[src/rtl/ddr3_burst_arb.sv]
// Burst arbiter sharing one MIG user port between two write channels and one read channel.
// Optional macro ARB_RR_EN: round-robin W0/W1 tie-break (default build: W0 beats W1).
module ddr3_burst_arb #(
  parameter int          DATA_W     = 128,
  parameter int          BURST_LEN  = 64,
  parameter logic [27:0] FRAME_SIZE = 28'd1_048_576,
  parameter logic [27:0] WR0_BASE   = 28'h000_0000,
  parameter logic [27:0] WR1_BASE   = 28'h040_0000,
  parameter logic [10:0] RD_THRESH  = 11'd512
) (
  input  logic              ui_clk,
  input  logic              rst_n,
  input  logic              init_calib_complete,
  input  logic              app_rdy,
  input  logic              app_wdf_rdy,
  input  logic              app_rd_data_valid,
  input  logic [10:0]       wr0_count,
  input  logic [10:0]       wr1_count,
  input  logic [DATA_W-1:0] wr0_data,
  input  logic [DATA_W-1:0] wr1_data,
  input  logic              wr0_load,
  input  logic              wr1_load,
  input  logic [10:0]       rfifo_wcount,
  input  logic              rd_load,
  input  logic              rd_en,
  input  logic              rd_sel,
  output logic              wr0_ren,
  output logic              wr1_ren,
  output logic              rfifo_wren,
  output logic [27:0]       app_addr,
  output logic [2:0]        app_cmd,
  output logic              app_en,
  output logic              app_wdf_wren,
  output logic              app_wdf_end,
  output logic [DATA_W-1:0] app_wdf_data
);

  typedef enum logic [1:0] {IDLE, ARB, WRITE, READ} state_t;

  // Grant codes double as the offset index of the granted channel.
  localparam logic [1:0] G_W0 = 2'd0;
  localparam logic [1:0] G_W1 = 2'd1;
  localparam logic [1:0] G_RD = 2'd2;

  state_t      state_reg, state_next;
  logic [1:0]  grant_reg, grant_next;
  logic [7:0]  beat_cnt_reg;
  logic [27:0] offset_reg [3];
  logic [27:0] offset_inc [3];
  logic [2:0]  load_s1_reg, load_s2_reg, load_s3_reg, pend_reg;
  logic [2:0]  load_edge;
  logic        rd_sel_lat_reg;
  logic        rd_cand, w0_cand, w1_cand, tie_w1, beat_ok, last_beat;

  assign load_edge  = load_s2_reg & ~load_s3_reg;
  assign rd_cand    = rd_en && (rfifo_wcount <= RD_THRESH);
  assign w0_cand    = wr0_count >= 11'(BURST_LEN);
  assign w1_cand    = wr1_count >= 11'(BURST_LEN);
  assign beat_ok    = (state_reg == WRITE) ? (app_rdy && app_wdf_rdy) :
                      (state_reg == READ)  ? app_rdy : 1'b0;
  assign last_beat  = beat_ok && (beat_cnt_reg == 8'(BURST_LEN - 1));
  assign rfifo_wren = app_rd_data_valid;

  always_comb begin
    for (int i = 0; i < 3; i++)
      offset_inc[i] = (offset_reg[i] + 28'd8 == FRAME_SIZE) ? 28'd0 : offset_reg[i] + 28'd8;
  end

`ifdef ARB_RR_EN
  logic rr_last_w0_reg;
  assign tie_w1 = rr_last_w0_reg;

  always_ff @(posedge ui_clk or negedge rst_n) begin
    if (!rst_n)
      rr_last_w0_reg <= 1'b0;
    else if (state_reg == ARB && state_next == WRITE)
      rr_last_w0_reg <= (grant_next == G_W0);
  end
`else
  assign tie_w1 = 1'b0;
`endif

  always_ff @(posedge ui_clk or negedge rst_n) begin
    if (!rst_n) begin
      state_reg <= IDLE;
      grant_reg <= G_W0;
    end else begin
      state_reg <= state_next;
      grant_reg <= grant_next;
    end
  end

  always_comb begin
    state_next   = state_reg;
    grant_next   = grant_reg;
    app_en       = 1'b0;
    app_wdf_wren = 1'b0;
    app_wdf_end  = 1'b0;
    wr0_ren      = 1'b0;
    wr1_ren      = 1'b0;
    app_cmd      = 3'd0;
    app_addr     = WR0_BASE;
    app_wdf_data = wr0_data;
    case (state_reg)
      IDLE: if (init_calib_complete) state_next = ARB;
      ARB: begin
        // Reads first to keep the display FIFO from underrunning.
        if (rd_cand) begin
          grant_next = G_RD;
          state_next = READ;
        end else if (w0_cand && !(w1_cand && tie_w1)) begin
          grant_next = G_W0;
          state_next = WRITE;
        end else if (w1_cand) begin
          grant_next = G_W1;
          state_next = WRITE;
        end
      end
      WRITE: begin
        app_en       = beat_ok;
        app_wdf_wren = beat_ok;
        app_wdf_end  = beat_ok;
        wr0_ren      = beat_ok && (grant_reg == G_W0);
        wr1_ren      = beat_ok && (grant_reg == G_W1);
        if (grant_reg == G_W1) begin
          app_addr     = WR1_BASE + offset_reg[1];
          app_wdf_data = wr1_data;
        end else begin
          app_addr = WR0_BASE + offset_reg[0];
        end
        if (last_beat) state_next = ARB;
      end
      READ: begin
        app_en   = app_rdy;
        app_cmd  = 3'd1;
        app_addr = (rd_sel_lat_reg ? WR1_BASE : WR0_BASE) + offset_reg[2];
        if (last_beat) state_next = ARB;
      end
      default: state_next = IDLE;
    endcase
  end

  // Frame-start requests are parked until ARB so a burst never changes address mid-way.
  always_ff @(posedge ui_clk or negedge rst_n) begin
    if (!rst_n) begin
      load_s1_reg    <= '0;
      load_s2_reg    <= '0;
      load_s3_reg    <= '0;
      pend_reg       <= '0;
      beat_cnt_reg   <= '0;
      rd_sel_lat_reg <= 1'b0;
      for (int i = 0; i < 3; i++) offset_reg[i] <= '0;
    end else begin
      load_s1_reg <= {rd_load, wr1_load, wr0_load};
      load_s2_reg <= load_s1_reg;
      load_s3_reg <= load_s2_reg;
      pend_reg    <= (state_reg == ARB) ? load_edge : (pend_reg | load_edge);
      if (state_reg == ARB)
        beat_cnt_reg <= '0;
      else if (beat_ok)
        beat_cnt_reg <= beat_cnt_reg + 8'd1;
      if (state_reg == ARB && pend_reg[2])
        rd_sel_lat_reg <= rd_sel;
      for (int i = 0; i < 3; i++) begin
        if (state_reg == ARB && pend_reg[i])
          offset_reg[i] <= '0;
        else if (beat_ok && grant_reg == 2'(i))
          offset_reg[i] <= offset_inc[i];
      end
    end
  end

endmodule
[config.mk]
export PLATFORM = sky130hd
export DESIGN_NAME = ddr3_burst_arb
export DESIGN_NICKNAME = d
export VERILOG_FILES = /design/src/rtl/ddr3_burst_arb.sv
export SDC_FILE = /design/constraint.sdc
export NUM_CORES = 1
export LEC_CHECK = 0
export ABC_AREA = 1
export ABC_CLOCK_PERIOD_IN_PS = 3360
export BUFFER_PORTS_ARGS = -buffer_cell sky130_fd_sc_hd__buf_2
export CAP_MARGIN = 15
export CORE_AREA = 2 2 179 181
export DETAILED_ROUTE_END_ITERATION = 10
export DIE_AREA = 0 0 181 183
export GPL_TIMING_DRIVEN = 0
export PLACE_DENSITY_LB_ADDON = 0.25
export SETUP_SLACK_MARGIN = 0.5
export SLEW_MARGIN = 20
export SYNTH_ARGS = -nofsm -noshare
export SYNTH_HDL_FRONTEND = slang
export SYNTH_SLANG_ARGS = --single-unit
[constraint.sdc]
create_clock -name ui_clk -period 3.36 [get_ports ui_clk]
set_clock_uncertainty 0.2 [all_clocks]
set_input_delay 1.008 -clock ui_clk [delete_from_list [all_inputs] [get_ports ui_clk]]
set_output_delay 1.008 -clock ui_clk [all_outputs]
set_load 0.02 [all_outputs]
==> impl_metrics.toml <==
[logic_synthesis]
yosys_warnings = 0
synth_top_family_by_area = "simple AND/OR/NAND/NOR gates"
synthAdderAreaFrac = 0.0106
yosys-mux-area-fraction = 0.175
netlist_instances = 1189
syn_area_mm2 = 0.00830
postSynth.asyncResetShare = 1.00
yosysUniqueCellTypes = 41
synth_compound_area_frac = 0.118
ys_top_cells_by_count = "314 x nand2_1, 150 x nor2_1, 131 x inv_1, 129 x mux2_2, 114 x o21ai_0"
synth_top_area_cell = "dfrtp_1"
synth_top_area_share = 0.301
synth_flop_cell = "dfrtp_1"
yosysSeqAreaShare = 0.301
ys_top_cells_by_area = "dfrtp_1 30%, mux2_2 18%, nand2_1 14%"
synth_xor_area_frac = 0.0200
yosysMostFrequentCell = "nand2_1"
synth_seq_cells = 100
synth_edf_count = 0
yosys.area_share.simple = 0.284
syn_area_per_cell_um2 = 6.98

[floorplan]
core-area_mm2 = 0.0312
rows = 65
die_h_um = 183
ios = 465
die-area_mm2 = 0.0331
start_util = 0.266
chipWidth_um = 181

[final_layout]
regArea_mm2 = 0.00251
multi_input_area_mm2 = 0.00574
largest_reg_flops = 75
layout.nets = 2015
postLayoutCoreUtil = 0.445
fill_cells = 3232
layoutNonFillerInstCount = 2125
final_area_mm2 = 0.0139
drive_gt1_frac = 0.454
area_delta_synth_final_pct = 67.4

[global_routing]
antenna_found_initial = 33
grtUsageTotal = 0.301
grt_start_max_net_pins = 60
grt_pass1_vias = 9769
grt_overflow_total = 0
grt_pass1_wl_mm = 70.2

[critical_path]
startpoint_type = "flop"
ff2ff_setup_slack_ps = 840
end_kind = "output pin"
cp_max_fo = 6
critical_path_class = "flop to output pin"
crit_arrival_ps = 2020
reg2regPathDepth = 12
crit_path_start = "grant_reg[1]$_DFFE_PN0P_"
rr_startpoint = "state_reg[1]$_DFFE_PN0P_"
required_ps = 2150
r2r_end = "offset_reg[37]$_DFFE_PN0P_"

[place]
gp_congestion = 0.996
place.detailed.instances = 2042
placed_area_mm2 = 0.0111
dpl_worst_slack_ps = -470
hpwl_mm = 43.9
port_buffers = 446

[sta]
setup_ws_ps = 127
setup_violations = 0
finalCriticalPeriod_ps = 3230
fmax_mhz = 309
setup_tns_ps = 0
drv_slew = 0
slew_headroom = 0.563
post-route-period-util = 0.962
whs_ps = 150
rsz0062_at_grt = "true"
worst_pin_slew_ps = 654
hold_viol = 0

[detailed_routing]
wl_per_cell_um = 25.1
vias = 10800
viasPerCell = 5.07
postRouteAntennaNets = 0
drt_wl_total_mm = 53.4
drtIter0Drc = 831
drcViolationCount = 0
first_pass_iters = 7

[clock_tree]
clk_pin_slew_ps = 80
root_buffer = "clkbuf_16"
numClockSinks = 100
cts-htree-levels = 3
clockBufferDepth = 2
clock_latency_ps = 370
cts_tree = "done"
numCtsBuffers = 9

[min_path]
hold_class = "flop to flop"
hp-start = "load_s1_reg[1]$_DFF_PN0_"
min_to = "load_s2_reg[1]$_DFF_PN0_"
holdPathStages = 0

[run]
drv_cap = 0

[power]
powerDensity_mw_per_mm2 = 687
finalPower_mw = 9.54
ir_worst_vdd_uv = 337
leakage_nw = 6.85

[run_status]
outcome = "complete, no violations"
placed cells by master, fill, tap and decap left out, types with 17 or more instances in the layout:
master / netlist / final
buf_2: 22 / 337
buf_4: 7 / 53
buf_6: 2 / 110
clkbuf_16: 0 / 24
dfrtp_1: 100 / 95
inv_1: 131 / 128
mux2_2: 129 / 56
mux2_4: 0 / 73
nand2_1: 314 / 311
nand3_1: 60 / 59
nand4_1: 17 / 17
nor2_1: 150 / 145
o21ai_0: 114 / 76
o21ai_2: 0 / 26
o22ai_1: 27 / 23
xor2_1: 18 / 18
cells by family after synthesis:
family	Yosys count
flip-flops	100
XOR/XNOR	19
AND/OR/NAND/NOR	571
adder cells (fa/ha/maj)	7
multiplexers	129
AO/OA/AOI/OAI	182
other	1
buffers and inverters	180
power by group:
group          total, mW  switching, mW  internal (mW)  leakage, nW
clock network       1.11          0.575          0.531        0.146
logic               6.76           3.60           3.16         5.36
registers           1.67          0.261           1.41         1.34
total               9.54           4.44           5.10         6.85
repair_timing:
action,4_1_cts,5_1_grt
pin swaps,11,9
buffers inserted,25,14
resized for setup,269,262
cloned,5,13
setup endpoints to repair,157,157
hold buffers,0,0
worst max path at each step:
stage,cells past startpoint,end,slack [ps]
final,7,app_wdf_data[22],130
after global routing,11,wr0_ren,80
after CTS,8,app_wdf_data[96],150
after detailed placement,8,wr0_ren,-470
after global placement,8,wr0_ren,-480
after floorplan,6,wr0_ren,250
per-layer routing:
metal,GRT usage,vias up,part of all wire
li1,-,4961,-
met1,0.383,5099,0.41
met2,0.475,575,0.44
met3,0.119,121,0.11
met4,0.0774,28,0.035
met5,0,-,0.0034
layout make-up:
| type | instances | area share |
|---|---|---|
| antenna | 10 | 0.00180 |
| buffer | 43 | 0.0393 |
| clock buffer | 9 | 0.0162 |
| clock inverter | 7 | 0.00576 |
| inverter | 137 | 0.0388 |
| multi-input combinational | 913 | 0.413 |
| sequential | 100 | 0.181 |
| tap | 402 | 0.0362 |
| timing repair buffer | 504 | 0.268 |
worst max-delay path: stages (launching register included):
cell	delay, ps
dfrtp_2	430
nor2_4	130
buf_6	150
nand2_8	100
clkbuf_16	190
clkbuf_16	160
mux2_4	330
buf_6	140
Note: power is estimated with default switching activity, not from simulation.
